## src/rtl/sti_pkg.sv

```systemverilog
// sti_pkg: shared types for the STI load scheduler.
//   - Serializer length codes (8/16/24/32-bit words)
//   - desc_t: one queued descriptor {data, length, fill, msb, low, last}
//   - state_t: scheduler FSM states
//   - make_desc(): packs a requester's data/cfg/last into a desc_t
`timescale 1ns/1ps
package sti_pkg;

   localparam logic [1:0] LEN8  = 2'd0;
   localparam logic [1:0] LEN16 = 2'd1;
   localparam logic [1:0] LEN24 = 2'd2;
   localparam logic [1:0] LEN32 = 2'd3;

   typedef struct packed {
      logic [15:0] data;
      logic [1:0]  length;
      logic        fill;
      logic        msb;
      logic        low;
      logic        last;
   } desc_t;

   typedef enum logic [2:0] {
      ST_PRIME,
      ST_BUSY,
      ST_SHIFT,
      ST_NEXT,
      ST_END,
      ST_DONE
   } state_t;

   // cfg layout is {length[1:0], fill, msb, low}
   function automatic desc_t make_desc(input logic [15:0] data,
                                       input logic [4:0]  cfg,
                                       input logic        last);
      desc_t d;
      d.data   = data;
      d.length = cfg[4:3];
      d.fill   = cfg[2];
      d.msb    = cfg[1];
      d.low    = cfg[0];
      d.last   = last;
      return d;
   endfunction

endpackage

```

## src/rtl/sti_load_sched_if.sv

```systemverilog
// sti_load_sched_if: bundles the two requester channels and the serializer
// side of the STI load scheduler.
//   slave  : the scheduler's view (requests/serializer status in, readys/pi_* out)
//   master : the environment's view (requesters plus serializer)
`timescale 1ns/1ps
interface sti_load_sched_if;

   // requester channels
   logic        req0_valid;
   logic        req0_ready;
   logic [15:0] req0_data;
   logic [4:0]  req0_cfg;
   logic        req0_last;
   logic        req1_valid;
   logic        req1_ready;
   logic [15:0] req1_data;
   logic [4:0]  req1_cfg;
   logic        req1_last;

   // serializer side
   logic        load;
   logic [15:0] pi_data;
   logic [1:0]  pi_length;
   logic        pi_fill;
   logic        pi_msb;
   logic        pi_low;
   logic        pi_end;
   logic        so_valid;
   logic        oem_finish;

   // status
   logic        done;
   logic        err_late;
   logic [7:0]  words_sent;

   modport slave (
      input  req0_valid, req0_data, req0_cfg, req0_last,
      input  req1_valid, req1_data, req1_cfg, req1_last,
      output req0_ready, req1_ready,
      output load, pi_data, pi_length, pi_fill, pi_msb, pi_low, pi_end,
      input  so_valid, oem_finish,
      output done, err_late, words_sent
   );

   modport master (
      output req0_valid, req0_data, req0_cfg, req0_last,
      output req1_valid, req1_data, req1_cfg, req1_last,
      input  req0_ready, req1_ready,
      input  load, pi_data, pi_length, pi_fill, pi_msb, pi_low, pi_end,
      output so_valid, oem_finish,
      input  done, err_late, words_sent
   );

endinterface

```

## src/rtl/sti_desc_fifo.sv

```systemverilog
// sti_desc_fifo: synchronous descriptor FIFO with show-ahead head.
//   clk, rst       : clock, asynchronous active-high reset (flushes pointers)
//   push/push_data : write one descriptor (ignored when full unless popping)
//   pop/pop_data   : pop_data is the current head; pop advances it
//   full/empty     : occupancy flags
`timescale 1ns/1ps
module sti_desc_fifo
   import sti_pkg::*;
#(
   parameter int DEPTH = 4
) (
   input  logic  clk,
   input  logic  rst,
   input  logic  push,
   input  desc_t push_data,
   input  logic  pop,
   output desc_t pop_data,
   output logic  full,
   output logic  empty
);

   localparam int AW = $clog2(DEPTH);

   desc_t          mem_reg [DEPTH];
   logic [AW:0]    wr_ptr_reg;
   logic [AW:0]    rd_ptr_reg;
   logic           do_push;
   logic           do_pop;

   // Pointers carry one wrap bit so full and empty are distinguishable.
   assign empty    = (wr_ptr_reg == rd_ptr_reg);
   assign full     = (wr_ptr_reg[AW] != rd_ptr_reg[AW]) &&
                     (wr_ptr_reg[AW-1:0] == rd_ptr_reg[AW-1:0]);
   assign do_pop   = pop && !empty;
   // A pop in the same cycle frees the slot being written, so push-while-full is safe.
   assign do_push  = push && (!full || do_pop);
   assign pop_data = mem_reg[rd_ptr_reg[AW-1:0]];

   always_ff @(posedge clk or posedge rst) begin
      if (rst) begin
         wr_ptr_reg <= '0;
         rd_ptr_reg <= '0;
      end else begin
         if (do_push) wr_ptr_reg <= wr_ptr_reg + 1'b1;
         if (do_pop)  rd_ptr_reg <= rd_ptr_reg + 1'b1;
      end
   end

   // Storage is not reset; only the pointers define valid contents.
   always_ff @(posedge clk) begin
      if (do_push) mem_reg[wr_ptr_reg[AW-1:0]] <= push_data;
   end

endmodule

```

## src/rtl/sti_load_sched.sv

```systemverilog
// sti_load_sched: round-robin arbiter, descriptor FIFO and load sequencer for
// the STI serializer.
//   clk, reset : clock, asynchronous active-high reset (aborts the frame)
//   bus        : sti_load_sched_if.slave
//                req0_*/req1_*  descriptor requesters (valid/ready handshake)
//                load, pi_*     descriptor presented to the serializer
//                pi_end         end-of-stream, held once the last word completes
//                so_valid       serializer shift-active, oem_finish completion
//                done, err_late sticky status; words_sent saturating count
`timescale 1ns/1ps
module sti_load_sched
   import sti_pkg::*;
#(
   parameter int FIFO_DEPTH = 4
) (
   input  logic clk,
   input  logic reset,
   sti_load_sched_if.slave bus
);

   // ---------------- arbiter ----------------
   logic  rr_ptr_reg;      // 0: requester 0 has priority
   logic  last_seen_reg;
   logic  grant0, grant1;
   logic  acc0, acc1;
   logic  fifo_full, fifo_empty;
   logic  push, pop;
   desc_t push_desc, head_desc;

   always_comb begin
      grant0 = bus.req0_valid && (!rr_ptr_reg || !bus.req1_valid);
      grant1 = bus.req1_valid && ( rr_ptr_reg || !bus.req0_valid);
   end

   assign bus.req0_ready = grant0 && !fifo_full && !last_seen_reg;
   assign bus.req1_ready = grant1 && !fifo_full && !last_seen_reg;
   assign acc0      = bus.req0_valid && bus.req0_ready;
   assign acc1      = bus.req1_valid && bus.req1_ready;
   assign push      = acc0 || acc1;
   assign push_desc = acc1 ? make_desc(bus.req1_data, bus.req1_cfg, bus.req1_last)
                           : make_desc(bus.req0_data, bus.req0_cfg, bus.req0_last);

   always_ff @(posedge clk or posedge reset) begin
      if (reset) begin
         rr_ptr_reg    <= 1'b0;
         last_seen_reg <= 1'b0;
      end else begin
         // The winner hands priority to the other requester.
         if (acc0)      rr_ptr_reg <= 1'b1;
         else if (acc1) rr_ptr_reg <= 1'b0;
         if (push && push_desc.last) last_seen_reg <= 1'b1;
      end
   end

   sti_desc_fifo #(.DEPTH(FIFO_DEPTH)) u_fifo (
      .clk       (clk),
      .rst       (reset),
      .push      (push),
      .push_data (push_desc),
      .pop       (pop),
      .pop_data  (head_desc),
      .full      (fifo_full),
      .empty     (fifo_empty)
   );

   // ---------------- sequencer ----------------
   state_t      state_reg, state_next;
   desc_t       pi_reg, pi_next;
   logic        load_reg, load_next;
   logic        pi_end_reg, pi_end_next;
   logic        done_reg, done_next;
   logic        err_late_reg, err_late_next;
   logic [7:0]  words_reg, words_next;
   logic        so_valid_q_reg;

   always_ff @(posedge clk or posedge reset) begin
      if (reset) begin
         state_reg      <= ST_PRIME;
         pi_reg         <= '0;
         load_reg       <= 1'b0;
         pi_end_reg     <= 1'b0;
         done_reg       <= 1'b0;
         err_late_reg   <= 1'b0;
         words_reg      <= 8'd0;
         so_valid_q_reg <= 1'b0;
      end else begin
         state_reg      <= state_next;
         pi_reg         <= pi_next;
         load_reg       <= load_next;
         pi_end_reg     <= pi_end_next;
         done_reg       <= done_next;
         err_late_reg   <= err_late_next;
         words_reg      <= words_next;
         so_valid_q_reg <= bus.so_valid;
      end
   end

   always_comb begin
      state_next    = state_reg;
      pi_next       = pi_reg;
      load_next     = 1'b0;
      pi_end_next   = pi_end_reg;
      done_next     = done_reg;
      words_next    = words_reg;
      pop           = 1'b0;
      // The serializer must not start before the first word has been presented.
      err_late_next = err_late_reg ||
                      (state_reg == ST_PRIME && bus.so_valid && !so_valid_q_reg);

      case (state_reg)
         // First word: the serializer starts on its own, so no load pulse.
         ST_PRIME: begin
            if (!fifo_empty) begin
               pop        = 1'b1;
               pi_next    = head_desc;
               state_next = ST_BUSY;
            end
         end
         ST_BUSY: begin
            if (bus.so_valid) state_next = ST_SHIFT;
         end
         // SHIFT is only entered with so_valid high, so low here is the fall.
         ST_SHIFT: begin
            if (!bus.so_valid) begin
               if (words_reg != 8'hFF) words_next = words_reg + 8'd1;
               if (pi_reg.last) begin
                  state_next  = ST_END;
                  pi_end_next = 1'b1;
               end else begin
                  state_next  = ST_NEXT;
               end
            end
         end
         ST_NEXT: begin
            if (!fifo_empty) begin
               pop        = 1'b1;
               pi_next    = head_desc;
               load_next  = 1'b1;
               state_next = ST_BUSY;
            end
         end
         ST_END: begin
            if (bus.oem_finish) begin
               state_next = ST_DONE;
               done_next  = 1'b1;
            end
         end
         ST_DONE: begin
            state_next = ST_DONE;
         end
         default: begin
            state_next = ST_PRIME;
         end
      endcase
   end

   assign bus.load       = load_reg;
   assign bus.pi_data    = pi_reg.data;
   assign bus.pi_length  = pi_reg.length;
   assign bus.pi_fill    = pi_reg.fill;
   assign bus.pi_msb     = pi_reg.msb;
   assign bus.pi_low     = pi_reg.low;
   assign bus.pi_end     = pi_end_reg;
   assign bus.done       = done_reg;
   assign bus.err_late   = err_late_reg;
   assign bus.words_sent = words_reg;

endmodule

```

## src/flat_wrapper.sv

```systemverilog
// flat-port wrapper written by rule: the top's interface ports become plain ports
module sti_load_sched_flat import sti_pkg::*;
#(
   parameter int FIFO_DEPTH = 4
)
  (clk, reset, bus_req0_valid, bus_req0_data, bus_req0_cfg, bus_req0_last, bus_req1_valid, bus_req1_data, bus_req1_cfg, bus_req1_last, bus_req0_ready, bus_req1_ready, bus_load, bus_pi_data, bus_pi_length, bus_pi_fill, bus_pi_msb, bus_pi_low, bus_pi_end, bus_so_valid, bus_oem_finish, bus_done, bus_err_late, bus_words_sent);
  sti_load_sched_if bus_i ();
  input  logic clk;
  input  logic reset;
  input wire logic [$bits(bus_i.req0_valid)-1:0] bus_req0_valid;
  input wire logic [$bits(bus_i.req0_data)-1:0] bus_req0_data;
  input wire logic [$bits(bus_i.req0_cfg)-1:0] bus_req0_cfg;
  input wire logic [$bits(bus_i.req0_last)-1:0] bus_req0_last;
  input wire logic [$bits(bus_i.req1_valid)-1:0] bus_req1_valid;
  input wire logic [$bits(bus_i.req1_data)-1:0] bus_req1_data;
  input wire logic [$bits(bus_i.req1_cfg)-1:0] bus_req1_cfg;
  input wire logic [$bits(bus_i.req1_last)-1:0] bus_req1_last;
  output wire logic [$bits(bus_i.req0_ready)-1:0] bus_req0_ready;
  output wire logic [$bits(bus_i.req1_ready)-1:0] bus_req1_ready;
  output wire logic [$bits(bus_i.load)-1:0] bus_load;
  output wire logic [$bits(bus_i.pi_data)-1:0] bus_pi_data;
  output wire logic [$bits(bus_i.pi_length)-1:0] bus_pi_length;
  output wire logic [$bits(bus_i.pi_fill)-1:0] bus_pi_fill;
  output wire logic [$bits(bus_i.pi_msb)-1:0] bus_pi_msb;
  output wire logic [$bits(bus_i.pi_low)-1:0] bus_pi_low;
  output wire logic [$bits(bus_i.pi_end)-1:0] bus_pi_end;
  input wire logic [$bits(bus_i.so_valid)-1:0] bus_so_valid;
  input wire logic [$bits(bus_i.oem_finish)-1:0] bus_oem_finish;
  output wire logic [$bits(bus_i.done)-1:0] bus_done;
  output wire logic [$bits(bus_i.err_late)-1:0] bus_err_late;
  output wire logic [$bits(bus_i.words_sent)-1:0] bus_words_sent;
  assign bus_i.req0_valid = bus_req0_valid;
  assign bus_i.req0_data = bus_req0_data;
  assign bus_i.req0_cfg = bus_req0_cfg;
  assign bus_i.req0_last = bus_req0_last;
  assign bus_i.req1_valid = bus_req1_valid;
  assign bus_i.req1_data = bus_req1_data;
  assign bus_i.req1_cfg = bus_req1_cfg;
  assign bus_i.req1_last = bus_req1_last;
  assign bus_req0_ready = bus_i.req0_ready;
  assign bus_req1_ready = bus_i.req1_ready;
  assign bus_load = bus_i.load;
  assign bus_pi_data = bus_i.pi_data;
  assign bus_pi_length = bus_i.pi_length;
  assign bus_pi_fill = bus_i.pi_fill;
  assign bus_pi_msb = bus_i.pi_msb;
  assign bus_pi_low = bus_i.pi_low;
  assign bus_pi_end = bus_i.pi_end;
  assign bus_i.so_valid = bus_so_valid;
  assign bus_i.oem_finish = bus_oem_finish;
  assign bus_done = bus_i.done;
  assign bus_err_late = bus_i.err_late;
  assign bus_words_sent = bus_i.words_sent;
  sti_load_sched #(.FIFO_DEPTH(FIFO_DEPTH)) u_core (.clk(clk), .reset(reset), .bus(bus_i));
endmodule
```

## config.mk

```make
export PLATFORM = sky130hd
export DESIGN_NAME = sti_load_sched_flat
export DESIGN_NICKNAME = d
export VERILOG_FILES = /design/src/rtl/sti_pkg.sv /design/src/rtl/sti_load_sched_if.sv /design/src/rtl/sti_desc_fifo.sv /design/src/rtl/sti_load_sched.sv /design/src/flat_wrapper.sv
export SDC_FILE = /design/constraint.sdc
export NUM_CORES = 1
export LEC_CHECK = 0
export ABC_AREA = 1
export CORE_ASPECT_RATIO = 2
export CORE_MARGIN = 8
export CORE_UTILIZATION = 49
export CTS_CLUSTER_DIAMETER = 50
export DETAILED_ROUTE_END_ITERATION = 12
export PLACE_DENSITY = 0.88
export SLEW_MARGIN = 10
export SYNTH_ARGS = -nofsm -noshare
export SYNTH_HDL_FRONTEND = slang
export SYNTH_SLANG_ARGS = --single-unit
```

## constraint.sdc

```tcl
create_clock -name clk -period 2 [get_ports clk]
set_input_delay 0.4 -clock clk [delete_from_list [all_inputs] [get_ports clk]]
set_output_delay 0.4 -clock clk [all_outputs]
set_load 0.02 [all_outputs]
```

# After elaboration in Yosys (flattened, before gate mapping)
# Memories as Yosys holds them, arrays and structs flattened. A register that Yosys moved wholly into a read port is not among the register bits.
# Index checks and enable logic that the tools add are counted.
# totals
ff_bits	24
ram_bits	88
input_bits	50
out_inout_bits	35
word_cells	78
memories	1
# memory_table
memory	words	width	rd	rd_clocked_by_memory_dff	wr	line	text
u_core.u_fifo.mem_reg	4	22	1	1	1	sti_desc_fifo.sv:24	desc_t mem_reg [DEPTH];
# classes
n_addsub	3
eq_ne	13
n_mux	14
bitwise_logic	2
n_reduce_logical	34
# ops
operator	count
$mux 22	1
$mux 3	5
$pmux 3 s5	1
$logic_and 1x1->1	14
$add 8x1->8 const B	1
$ne 2x2->1 const B	4
$ne 8x8->1 const B	1
$logic_not 1->1	7
$mux 1	7
$add 3x1->3 const B	2
$eq 3x2->1 const B	2
$eq 3x3->1 const B	2
$reduce_and 3->1	2
$logic_or 1x1->1	5
$reduce_and 2->1	2
$reduce_and 4->1	1
$eq 3x1->1 const B	1
$eq 3x3->1	1
$logic_not 3->1	1
$eq 2x2->1	1
$not 1->1	2
$reduce_bool 2->1	1
$reduce_or 2->1	1
$ne 1x1->1	1

# Depth between registers and ports, before layout
# Gate-level depths: netlist of the first run.
# depth
word_depth	10
mapped_depth	10
mapped_depth_nobuf	9

# Modules after synthesis
# From an unflattened synthesis of the first run, not the netlist that was laid out.
# unflattened
cells_unflattened	587
area_unflattened_um2	5989.5
# by_module_without_submodules
module	n_inst	cells_per_inst	area_each_um2	seq_area_each_um2
sti_desc_fifo	1	273	3688.5	2792.7
sti_load_sched	1	314	2301.0	1001.0

# Least setup slack after synthesis of the first run
# No wires, ideal clock.
# synth_path
kind	register to register
from	register u_core.u_fifo.rd_ptr_reg[0]
to	memory u_core.u_fifo.mem_reg[1][0] (netlist name) (enable)
setup_ps	401
t_arrival_ps	1832
required_ps	1599
setup_slack_ps	-232
stages_incl_launch_ff	6
n_path_buf	1
period_less_slack_ps	2232
path_cell_list	dfrtp_1 buf_6 xnor2_2 nand3_2 o21ai_2 nor2_1
# synth_via
elab_chain_cells	10
elab_cells_between_ends	19
classes_between	eq/ne: 2; mux: 4; reduce/logical: 13
# synth_rtl
element	line	text
from (decl)	sti_desc_fifo.sv:26	logic [AW:0] rd_ptr_reg;
from (signal assigned)	sti_desc_fifo.sv:45	if (do_pop) rd_ptr_reg <= rd_ptr_reg + 1'b1;
$eq 2x2->1	sti_desc_fifo.sv:33	(wr_ptr_reg[AW-1:0] == rd_ptr_reg[AW-1:0]);
$logic_and 1x1->1	sti_desc_fifo.sv:32	assign full = (wr_ptr_reg[AW] != rd_ptr_reg[AW]) &&
$logic_not 1->1	sti_desc_fifo.sv:36, sti_load_sched.sv:35, sti_load_sched.sv:36	
$logic_and 1x1->1 (on tied branches) (2 in series)	sti_load_sched.sv:35, sti_load_sched.sv:36	
$logic_and 1x1->1 (on tied branches)	sti_load_sched.sv:37, sti_load_sched.sv:38	
$logic_or 1x1->1	sti_load_sched.sv:39	assign push = acc0 || acc1;
$logic_and 1x1->1 *	sti_desc_fifo.sv:36	assign do_push = push && (!full || do_pop);
$mux 1 *	sti_desc_fifo.sv:51	if (do_push) mem_reg[wr_ptr_reg[AW-1:0]] <= push_data;
$mux 1 (not written as such) *	sti_desc_fifo.sv:51	
to (decl)	sti_desc_fifo.sv:24	
# Mark *: on every way between the ends. The rest lies on a longest branch, timed or not.

# Worst setup path after layout of the first run
# layout_path
from	register u_core.u_fifo.rd_ptr_reg[0]
to	output port bus_req1_ready
# layout_via
elab_chain_cells	5
# layout_rtl
element	line	text
$eq 2x2->1	sti_desc_fifo.sv:33	
$logic_and 1x1->1	sti_desc_fifo.sv:32	
$logic_not 1->1	sti_load_sched.sv:36	assign bus.req1_ready = grant1 && !fifo_full && !last_seen_reg;
$logic_and 1x1->1 (2 in series)	sti_load_sched.sv:36	
to (decl)	flat_wrapper.sv:19	output wire logic [$bits(bus_i.req1_ready)-1:0] bus_req1_ready;
# Every way passes these cells.

==> flow_summary.yaml, run 1 <==
die:
  start_util_pct: 49.8
  die_h_um: 170
  rows: 56
  core-area_um2: 11700
  num_io_pins: 85
  die_area_um2: 15900
  die_x_um: 93.1
sta:
  timing.slew.headroom_pct: 71.8
  drv_slew: 0
  fin_skew_ns: 0.00988
  hold_viol: 0
  rsz0062_at_grt: "false"
  fmax_mhz: 521
  fin_crit_sh_pct: 95.9
  fin_crit_ns: 1.92
  setup_tns_ns: 0
  finalSetupViolCount: 0
  worst_pin_slew_ns: 0.423
synthesis:
  yosysUniqueCellTypes: 32
  synth.cell_area_um2: 5830
  yosysWarnings: 0
  synthCells: 560
  post-synth-top-area-cell: "edfxtp_1"
  synth_seq_cells: 134
  synth-edff-count: 88
  avgSynthCellArea_um2: 10.4
  syn_nets: 616
  yosys.area.top_type_share_pct: 45.3
  synth.area.top_cells: "edfxtp_1, dfrtp_1, nand2_1"
  synthArstFlopShare_pct: 34.3
  synth-main-ff-cell: "edfxtp_1"
  ys_seq_area_share_pct: 65.1
critical_path:
  reg2reg_from: "u_core.u_fifo.rd_ptr_reg[0]$_DFFE_PP0P_"
  critPathArrivalTime_ns: 1.52
  cpPeakStageDelay_ns: 0.42
  path_depth: 5
  end_kind: "primary output"
  startpoint_type: "register"
  crit_type: "register to primary output"
  slowest_stage: "dfrtp_1"
  worstPathRequired_ns: 1.60
  critical_path.max_fanout: 3
  critPathBufInv: 2
  rr_endpoint: "u_core.bus.pi_length[0]$_DFFE_PP0P_"
  rrSetupSlack_ns: 0.22
  r2r.worst_path.cells: 7
  critical-path-top-delay-family: "flip-flops"
  path_cells: "xnor2_2 -> nand3_4 -> nand2_2 -> inv_2 -> buf_4"
placement:
  place_hpwl_mm: 9.04
  portBuffers: 84
  place_congestion: 0.786
power:
  p_seq_share_pct: 35.5
  power_density_nw_per_um2: 1360
  power_leakage_nw: 3.09
  power_switching_mw: 3.55
  swShare_pct: 35.0
  clkPwrFrac_pct: 30.2
  ir_worst_vdd_mv: 0.999
  combPwrFrac_pct: 34.3
  p_int_mw: 6.60
  total_power_mw: 10.2
cts:
  clock-sinks: 134
  clkTransAtPathRegs_ns: 0.06
  cts_tree: "done"
  htreeDepth: 4
  clockBufferDepth: 2
  cts_root_buffer: "clkbuf_16"
  clkLatencyLatePin_ns: 0.42
  numCtsBuffers: 17
routing:
  dr.pass1.iters: 5
  remaining_drc_errors: 0
  wl_mm: 13.4
  wl_per_cell_um: 16.6
  drtIter0Drc: 372
  num_vias: 4324
  via_per_inst: 5.36
  final_antenna_net_count: 0
cells_and_area:
  largest_register_ffs: 88
  areaGrowthSynthToFinish_pct: 27.7
  drive_above_1_share_pct: 11.2
  num_antenna_cells: 0
  final_cell_mix: "nand2_1, edfxtp_1, clkdlybuf4s50_1"
  final_common_cell: "nand2_1"
  fin_nets: 704
global_routing:
  antenna_found_initial: 0
  grt_max_degree: 48
  grt_remaining_overflow: 0
  first_global_vias: 4391
  grt_pass1_wl_mm: 21.7
  track_usage_pct: 17.7
run_status:
  outcome: "finished, final reports clean"
min_path:
  hold_path_class: "primary input to async pin"
flow_run:
  timing.max_cap.violations: 0
[worst max-delay path by stage]
| stage | startpoint | endpoint |
|---|---|---|
| after floorplan | u_core.u_fifo.rd_ptr_reg[0]$_DFFE_PP0P_ | u_core.u_fifo.mem_reg[1][0]$_DFFE_PP_ |
| after global placement | bus_req1_valid | bus_req1_ready |
| after detailed placement | bus_req1_valid | bus_req1_ready |
| after CTS | u_core.u_fifo.wr_ptr_reg[0]$_DFFE_PP0P_ | bus_req1_ready |
| after global routing | u_core.u_fifo.rd_ptr_reg[0]$_DFFE_PP0P_ | bus_req1_ready |
| final | u_core.u_fifo.rd_ptr_reg[0]$_DFFE_PP0P_ | bus_req1_ready |
[cell usage after synthesis, types with 2 or more instances]
| library cell | n |
|---|---|
| nand2_4 | 2 |
| o21ai_1 | 2 |
| nand3_1 | 10 |
| edfxtp_1 | 88 |
| inv_2 | 3 |
| buf_2 | 5 |
| nand4_1 | 6 |
| o31ai_1 | 2 |
| buf_6 | 3 |
| nor2_1 | 53 |
| buf_4 | 21 |
| clkbuf_1 | 9 |
| a21oi_1 | 2 |
| xor2_1 | 4 |
| inv_1 | 29 |
| dfrtp_1 | 46 |
| ha_1 | 6 |
| o21ai_0 | 52 |
| o22ai_1 | 22 |
| nand2_1 | 178 |
| xnor2_1 | 6 |
[worst min-delay path, stage by stage]
cell and delay [ns]:
clkdlybuf4s50_1 0.41, inv_2 0.07, buf_12 0.23
[power groups by stage]
stage,clock (mW),combinational [mW],sequential [mW]
6_report,3.07,3.48,3.60
5_1_grt,3.20,3.84,3.64
4_1_cts,3.09,3.47,3.60
3_5_place_dp,0,3.38,3.65
3_3_place_gp,0,3.25,3.63
2_1_floorplan,0,2.40,3.68
[stage by stage]
| step | instance area (um^2) | cells | hold WS, ns | util [%] | worst slack [ns] |
|---|---|---|---|---|---|
| after floorplan | 5830 | 560 | 0.409 | - | -0.232 |
| after global placement | 6840 | 773 | 0.423 | 58.5 | -0.404 |
| after detailed placement | 6840 | 773 | 0.428 | 58.5 | -0.417 |
| after CTS | 7440 | 806 | 0.330 | 63.6 | 0.0416 |
| after global routing | 7450 | 806 | 0.349 | 63.7 | 0.0151 |
| final | 7450 | 806 | 0.314 | 63.7 | 0.0819 |
[metal layers]
layer / up-vias / track usage [%] / wire length, um
met5: - / 0 / 0
met4: 0 / 9.75 / 356
met3: 29 / 3.97 / 681
met2: 172 / 33.1 / 7790
met1: 2092 / 17.3 / 4570
li1: 2031 / - / -
[kinds of logic after synthesis]
kind of cell	Yosys count	share of synthesized area [%]
AO/OA/AOI/OAI	83	7.98
XOR/XNOR	11	1.78
adder cells (fa/ha/maj)	6	1.29
buffers and inverters	73	6.59
flip-flops	134	65.1
AND/OR/NAND/NOR	253	17.3
[final cells by class]
type	instances	area [um^2]
inverter	34	130
sequential	134	3790
fill	840	4250
clock inverter	14	159
timing repair buffer	108	1080
multi-input combinational	353	1680
clock buffer	18	429
tap	145	181
[repair_timing]
action / 4_1_cts / 5_1_grt
cloned: 0 / 0
pin swaps: 2 / 0
resized for setup: 10 / 3
setup buffers: 1 / 0
endpoints found under the setup margin: 2 / 7
hold buffers: 0 / 0
Power figures use the tool's default switching activity.
==> inputs of run 2 (changes only) <==
--- a/config.mk
+++ b/config.mk
@@ -5,7 +5,6 @@
 export SDC_FILE = /design/constraint.sdc
 export NUM_CORES = 1
 export LEC_CHECK = 0
-export ABC_AREA = 1
 export CORE_ASPECT_RATIO = 2
 export CORE_MARGIN = 8
 export CORE_UTILIZATION = 49
==> flow_summary.yaml, run 2 <==
sta:
  setup_tns_ns: -0.0741
  whs_ns: 0.349
  fin_crit_sh_pct: 102
  setup_ws_ns: -0.0438
  finalSetupViolCount: 2
  fin_crit_ns: 2.04
  hold_viol: 0
  worst_pin_slew_ns: 0.473
  timing.slew.headroom_pct: 68.5
  fmax_mhz: 489
  rsz0062_at_grt: "true"
  drv_slew: 0
  fin_skew_ns: 0.0114
global_routing:
  first_global_vias: 3585
  track_usage_pct: 16.5
  grt_pass1_wl_mm: 19.5
  grt_max_degree: 47
  grt_remaining_overflow: 0
  antenna_found_initial: 0
run_status:
  violations: "setup timing"
  outcome: "finished, violations left"
cells_and_area:
  largest_register_ffs: 88
  fin_nets: 489
  num_antenna_cells: 0
  drive_above_1_share_pct: 35.4
  final_cell_mix: "edfxtp_1, clkdlybuf4s50_1, dfrtp_1"
  areaGrowthSynthToFinish_pct: 31.9
  final_common_cell: "edfxtp_1"
synthesis:
  synth.most_common_cell: "edfxtp_1"
  avgSynthCellArea_um2: 17.9
  syn_nets: 378
  synth_top_cells_by_count: "edfxtp_1, dfrtp_1, mux2_2"
  synth-main-ff-cell: "edfxtp_1"
  synth_seq_cells: 134
  synthCells: 322
  synth.cell_area_um2: 5750
  synth.area.top_cells: "edfxtp_1, dfrtp_1, mux4_2"
  synthArstFlopShare_pct: 34.3
  yosysUniqueCellTypes: 37
  post-synth-top-area-cell: "edfxtp_1"
  yosysWarnings: 0
  ys_seq_area_share_pct: 66.0
  synth-edff-count: 88
  yosys.area.top_type_share_pct: 46.0
cts:
  numCtsBuffers: 17
  htreeDepth: 4
  cts_tree: "done"
  hold_buffers: 0
  cts_root_buffer: "clkbuf_16"
  clockBufferDepth: 2
  clock-sinks: 134
  clkTransAtPathRegs_ns: 0.06
  clkLatencyLatePin_ns: 0.41
power:
  p_seq_share_pct: 46.1
  p_int_mw: 5.11
  ir_worst_vdd_mv: 1.04
  clkPwrFrac_pct: 46.2
  combPwrFrac_pct: 7.7
  power_density_nw_per_um2: 866
  power_leakage_nw: 2.97
  swShare_pct: 22.2
  power_switching_mw: 1.46
routing:
  final_antenna_net_count: 0
  wl_mm: 12.4
  wl_per_cell_um: 21.0
  remaining_drc_errors: 0
  num_vias: 3169
  via_per_inst: 5.36
  dr.pass1.iters: 4
  drtIter0Drc: 142
critical_path:
  critical_path.max_fanout: 3
  crit_type: "register to primary output"
  critPathArrivalTime_ns: 1.64
  slowest_stage: "dfrtp_1"
  worstPathRequired_ns: 1.60
  end_kind: "primary output"
  cpPeakStageDelay_ns: 0.41
  startpoint_type: "register"
  path_cells: "xor2_2 -> a31oi_4 -> nand2_2 -> a21oi_2 -> buf_6"
die:
  die_x_um: 92.6
  start_util_pct: 49.7
  die_area_um2: 15700
  num_io_pins: 85
  core-area_um2: 11600
  rows: 56
  die_h_um: 169
placement:
  place_congestion: 0.800
  place_hpwl_mm: 7.98
  portBuffers: 84
min_path:
  hold_path_class: "primary input to async pin"
flow_run:
  timing.max_cap.violations: 0
-- run 2: layout make-up --
type,count,area (um^2)
clock inverters,14,150
well taps,145,181
repair buffers,123,1280
inverters,8,30.0
multi-input cells,149,1720
clock buffers,18,429
flip-flops and latches,134,3790
fillers,742,3980
-- run 2: worst max-delay path, delay by kind of cell, from the launching register on --
kind,cells,cell delay (ns)
DFF,1,0.41
AOI/OAI and AO/OA,2,0.41
and+or+nand+nor,1,0.08
xor gates and xnor gates,1,0.21
buffers and inverters,1,0.13
-- run 2: logic make-up (layout without fill, tap and decap cells) --
family / Yosys count / in the layout / synth area share (%)
flops: 134 / 134 / 66.0
mux: 71 / 71 / 19.5
buf+inv: 39 / 163 / 4.42
simple gates: 34 / 34 / 3.57
compound gates: 26 / 26 / 3.20
xor+xnor: 12 / 12 / 2.09
fa+ha+maj: 6 / 6 / 1.31
-- run 2: layer usage --
| metal | up-vias | wire, um | global-route usage (%) |
|---|---|---|---|
| li1 | 1440 | - | - |
| met2 | 115 | 6910 | 29.5 |
| met1 | 1600 | 4640 | 17.5 |
| met5 | - | 0 | 0 |
| met4 | 0 | 180 | 5.86 |
| met3 | 14 | 674 | 5.23 |
-- run 2: final timing paths --
path                            depth (start not counted)  slack, ns                                     from                                      end
max in group asynchronous                               3       1.39                                    reset  u_core.u_fifo.rd_ptr_reg[0]$_DFFE_PP0P_
worst max-delay path                                    5      -0.04  u_core.u_fifo.wr_ptr_reg[2]$_DFFE_PP0P_                           bus_req0_ready
worst min register to register                          1       0.47            u_core.bus.pi_end$_DFFE_PP0P_            u_core.bus.pi_end$_DFFE_PP0P_
min in group clk                                        1       0.47            u_core.bus.pi_end$_DFFE_PP0P_            u_core.bus.pi_end$_DFFE_PP0P_
worst max register to register                          6       0.05  u_core.u_fifo.wr_ptr_reg[2]$_DFFE_PP0P_    u_core.u_fifo.mem_reg[3][6]$_DFFE_PP_
worst min-delay path                                    3       0.35                                    reset     u_core.bus.words_sent[4]$_DFFE_PP0P_
-- run 2: repair_timing --
action                                  in CTS  in global routing
setup buffers                                1                  5
endpoints found under the setup margin      58                  6
gates resized for setup                     12                  8
pin swaps                                    1                  4
-- run 2: metrics by stage --
step / util (%) / setup WS [ns] / total power, mW / instances / instance area (um^2)
after floorplan: - / 0.106 / 3.31 / 322 / 5760
after global placement: 59.8 / -0.183 / 3.54 / 553 / 6920
after detailed placement: 59.8 / -0.234 / 3.57 / 553 / 6920
after CTS: 64.9 / -0.0367 / 6.61 / 586 / 7510
after global routing: 65.6 / -0.132 / 6.78 / 591 / 7580
final: 65.6 / -0.0438 / 6.57 / 591 / 7580
-- run 2: power by group through the flow --
stage | Clock (mW) | Sequential, mW | Combinational [mW]
after floorplan | 0 | 3.09 | 0.213
after global placement | 0 | 3.08 | 0.458
after detailed placement | 0 | 3.08 | 0.484
after CTS | 3.07 | 3.03 | 0.503
after global routing | 3.20 | 3.03 | 0.547
final | 3.03 | 3.03 | 0.505
==> inputs of run 3 (changes only) <==
--- a/config.mk
+++ b/config.mk
@@ -5,6 +5,7 @@
 export SDC_FILE = /design/constraint.sdc
 export NUM_CORES = 1
 export LEC_CHECK = 0
+export ABC_AREA = 1
 export CORE_ASPECT_RATIO = 2
 export CORE_MARGIN = 8
 export CORE_UTILIZATION = 49
==> results of run 3 <==
No change in the layout: final DEF, timing and power equal those of run 1.
==> RTL change 1 (flow settings as in run 3) <==
`words_reg` no longer has a reset.
--- a/src/rtl/sti_load_sched.sv
+++ b/src/rtl/sti_load_sched.sv
@@ -83,3 +83,2 @@
          err_late_reg   <= 1'b0;
-         words_reg      <= 8'd0;
          so_valid_q_reg <= 1'b0;
@@ -92,5 +91,8 @@
          err_late_reg   <= err_late_next;
-         words_reg      <= words_next;
          so_valid_q_reg <= bus.so_valid;
       end
+   end
+
+   always_ff @(posedge clk) begin
+      words_reg <= words_next;
    end
Check against the original RTL: differs if reset is asserted again (counterexample within 10 cycles, from zero or initial values and one cycle with reset high); with reset held inactive, the same outputs for 10 cycles.
==> RTL change 1 against run 3 <==
Critical endpoint unchanged; via count decreased by 0.23%; worst setup slack got worse by 0.0094 ns; fmax decreased by 0.49%; clock power about the same; wire length increased by 3.9%; sequential cell count unchanged; total power decreased by 1.3%; die area decreased by 0.92%; combinational power decreased by 3%; design area decreased by 0.84%; global-route usage increased by 0.39 points; synthesized cell count decreased by 4.5%; non-clock buffer count decreased by 1; synthesized area decreased by 1.1%.
==> RTL change 1: results (changes against run 3) <==
* Status: finished clean
* CP peak stage delay at 0.49 ns (+0.07 ns)
* Syn_area_per_cell at 10.8 um^2 (+3.6%)
* XOR/XNOR share of the synthesized area at 1.65% (-0.13 points)
* Detailed placement HPWL at 8.55 mm (-5.4%)
* Critical Path Start: bus_req1_valid
* Synth Net Count at 591 (-4.1%)
* Post-Layout Cell Count at 780 (-3.2%)
* Via count at 4,314 (-0.23%)
* Post-synthesis mux area share at 0% (unchanged)
* DR WL/cell at 17.8 um (+7.4%)
* Synth Warn # at 0 (unchanged)
* Clock Tree Buf Depth at 2 (unchanged)
* Hold Vio Cnt, Final at 0 (unchanged)
* Share of flip-flops with an asynchronous set or reset at 28.4% (-6.0 points)
* Worst vdd ir at 0.807 mV (-19%)
* Max stage delay cell, worst path: clkdlybuf4s50_1
* Post-synth cell types at 34 (+6.3%)
* Vias in the first global route at 4,511 (+2.7%)
* Cells on Worst Hold Path at 1
* Placed Cells at 745 (-3.6%)
* Post-synthesis compound-gate area fraction at 7.55% (-0.44 points)
* DRT iter0 DRCs at 360 (-3.2%)
* Gr usage total at 18.1% (+0.39 points)
* Number of detailed-route iterations in the first pass at 6 (+1)
* Clock slew at reported path FFs at 0.06 ns (about the same)
* Relative slew slack at 63.7% (-8.1 points)
* Worst slack, placed at -0.389 ns (+0.0284 ns)
* Cts bufs inserted at 17 (unchanged)
* First-pass GRT wire length at 21.8 mm (+0.86%)
* Ranking of synthesized cells by area: edfxtp_1, dfrtp_1, nand2_1, o21ai_0, nor2_1
* Gp weighted congestion at 0.860 (+9.4%)
* Pleak at 3.01 nW (-2.8%)
* Hold crit path type: reg2reg
* Final nets at 678 (-3.7%)
* Share of cells above drive strength 1 at 11.5% (+0.30 points)
* Register area at 0.00383 mm^2 (+1.1%)
* Fill cells at 885 (+5.4%)
* Post-Synth Adder-Cell Area at 1.30% (+0.014 points)
* Most frequent cells after synthesis: nand2_1, edfxtp_1, nor2_1, o21ai_0, dfrtp_1
* Int Power at 6.58 mW (-0.27%)
* Clk_skew at 0.00838 ns (-0.00151 ns)
* Area of placed instances at 0.00675 mm^2 (-1.4%)
* Post-synth EDFFs at 96 (+9.1%)
* Post-synthesis sequential area ratio at 66.4% (+1.4 points)
* ANT cells at 0 (unchanged)
==> RTL change 1: repair_timing <==
item,CTS,global route
resized for setup,7,9
buffers inserted,0,3
pin swaps,1,2
setup endpoints to repair,2,6
hold endpoints to repair,0,0
==> RTL change 1: worst paths after layout <==
| path | endpoint | slack, ns |
|---|---|---|
| max in group asynchronous | u_core.u_fifo.rd_ptr_reg[0] | 1.15 |
| worst max register to register | u_core.bus.pi_data[14] | 0.23 |
| min in group asynchronous | u_core.bus.pi_data[2] | 0.45 |
| worst min register to register | u_core.bus.err_late | 0.44 |
| worst min-delay path | u_core.bus.err_late | 0.44 |
| worst max-delay path | bus_req1_ready | 0.07 |
==> RTL change 1: area by class of cell <==
type,instances,area share (%)
Clock inverter,8,1.30
Inverter,33,1.78
Sequential cell,134,51.9
Timing Repair Buffer,107,14.3
Multi-Input combinational cell,329,21.4
Tap cell,145,2.46
Clock buffer,24,6.81
==> RTL change 1: layer usage <==
metal / routed length [um] / part of all wire (%) / GRT usage [%] / up-vias
met4: 714 / 5.1 / 13.9 / 0
met1: 4730 / 34 / 17.6 / 2066
met3: 931 / 6.7 / 4.61 / 55
met2: 7550 / 54 / 31.9 / 237
li1: - / - / - / 1956
met5: 0 / 0 / 0 / -
==> RTL change 1: power by group through the flow <==
stage / combinational (mW) / sequential [mW] / clock [mW]
after floorplan: 2.36 / 3.64 / 0
after global placement: 3.09 / 3.60 / 0
after detailed placement: 3.24 / 3.62 / 0
after CTS: 3.32 / 3.57 / 3.11
after global routing: 3.69 / 3.61 / 3.22
final: 3.36 / 3.58 / 3.08
==> RTL change 1: worst max-delay path, delay by kind of cell <==
kind,cells,cell delay (ns)
simple gates,2,0.14
buf+inv,4,0.88
compound gates,1,0.11
==> RTL change 2 (settings of run 3) <==
Made on the original files. `FIFO_DEPTH` is set to 4 in 2 places; all go to 2.
--- a/src/rtl/sti_load_sched.sv
+++ b/src/rtl/sti_load_sched.sv
@@ -13,3 +13,3 @@
 #(
-   parameter int FIFO_DEPTH = 4
+   parameter int FIFO_DEPTH = 2
 ) (
--- a/src/flat_wrapper.sv
+++ b/src/flat_wrapper.sv
@@ -3,3 +3,3 @@
 #(
-   parameter int FIFO_DEPTH = 4
+   parameter int FIFO_DEPTH = 2
 )
Function: changed (Yosys sat finds a counterexample within 4 cycles, from zero or initial values and one cycle with reset high).
==> RTL change 2 against run 3 <==
Synthesized area fell by 29%; worst setup slack got worse by 0.016 ns; sequential share of layout area fell by 4.7 points; non-clock buffer count fell by 13; sequential cell count fell by 46; synthesized cell count fell by 28%; combinational power fell by 17%; worst hold slack improved by 0.095 ns; die area fell by 26%; total power fell by 31%; wire length fell by 34%; design area fell by 30%; clock power fell by 48%; register-to-register slack got worse by 0.03 ns; critical path type unchanged.
==> RTL change 2: results (changes against run 3) <==
* Fill cells at 634 (-25%)
* Largest net degree at the start of global routing at 45 (-6.3%)
* Initial Util at 50.0% (+0.22 points)
* Combinational power at 2.90 mW (-17%)
* Clk sinks at 88 (-34%)
* Post-CTS Repair Setup Buffers at 0 (-1)
* Cts repair resizes at 4 (-6)
* Post-synthesis sequential area ratio at 58.8% (-6.3 points)
* Final worst-path cycle share at 96.7% (+0.81 points)
* H-tree Lvls at 3 (-1)
* Gp weighted congestion at 0.780 (-0.76%)
* Max reg flops at 44 (-50%)
* Area of placed instances at 0.00496 mm^2 (-28%)
* Most frequent cells after synthesis: nand2_1, dfrtp_1, edfxtp_1
* Post-synth EDFFs at 44 (-50%)
* Net Sw Frac at 37.3% (+2.4 points)
* First-pass GRT wire length at 14.1 mm (-35%)
* Syn_area_per_cell at 10.1 um^2 (-2.5%)
* CLK BUF at 10 (-8)
* Number of detailed-route iterations in the first pass at 4 (-1)
* Crit Path Max Fanout at 4 (+1)
* Nonclk inv count at 26 (-24%)
* NonClk Buf Share at 18.2% (+3.7 points)
* Non-CTS buffers at 95 (-12%)
* Register area at 0.00242 mm^2 (-36%)
* Synth Net Count at 457 (-26%)
* Grt met2 use at 26.8% (-6.2 points)
* Vias in the first global route at 3,039 (-31%)
* Post-Layout Cell Count at 583 (-28%)
* Worst R2R Setup Slack at 0.19 ns (-0.03 ns)
* Pleak at 2.32 nW (-25%)
* Grt met3 use at 2.85% (-1.1 points)
* Area of the multi-input gates at 0.00135 mm^2 (-19%)
* DRT iter0 DRCs at 159 (-57%)
* Status: finished clean
* Detailed placement HPWL at 6.71 mm (-26%)
* Gr usage total at 15.3% (-2.5 points)
* Reg power frac at 35.9% (+0.4 points)
* Clock network area share at 5.51% (-2.4 points)
* Slew @ Worst Pin at 0.368 ns (-0.0548 ns)
* Worst vdd ir at 0.604 mV (-40%)
* Mapped Area at 0.00412 mm^2 (-29%)
* Cts bufs inserted at 9 (-8)
* WHS at 0.409 ns (+0.0953 ns)
* Fraction of area in registers at 46.2% (-4.7 points)
==> RTL change 2: cell count changes after synthesis, sizes merged, moves of 5 or more <==
| cell | delta |
|---|---|
| clkbuf | -7 |
| edfxtp | -44 |
| ha | -5 |
| inv | -7 |
| nand2 | -11 |
| nor2 | -46 |
| o211ai | +21 |
| o21ai | -49 |
| o22ai | -22 |
| or2 | +21 |
| xnor2 | -5 |
==> RTL change 2: logic make-up (layout without fill, tap and decap cells) <==
group | after synthesis | in the layout | synth area share [%]
fa+ha+maj | 1 | 1 | 0.304
buf+inv | 58 | 137 | 8.56
simple gates | 217 | 217 | 22.9
xor+xnor | 8 | 8 | 1.70
flops | 88 | 88 | 58.8
compound gates | 34 | 34 | 7.77
==> RTL change 2: worst max-delay path: stages, from the launching register on <==
cell and delay, ns:
dfrtp_1 0.42, inv_1 0.10, nand2_1 0.07, nand2_1 0.06, nand2_2 0.11, nand2_1 0.09
inv_1 0.06, clkdlybuf4s15_1 0.30
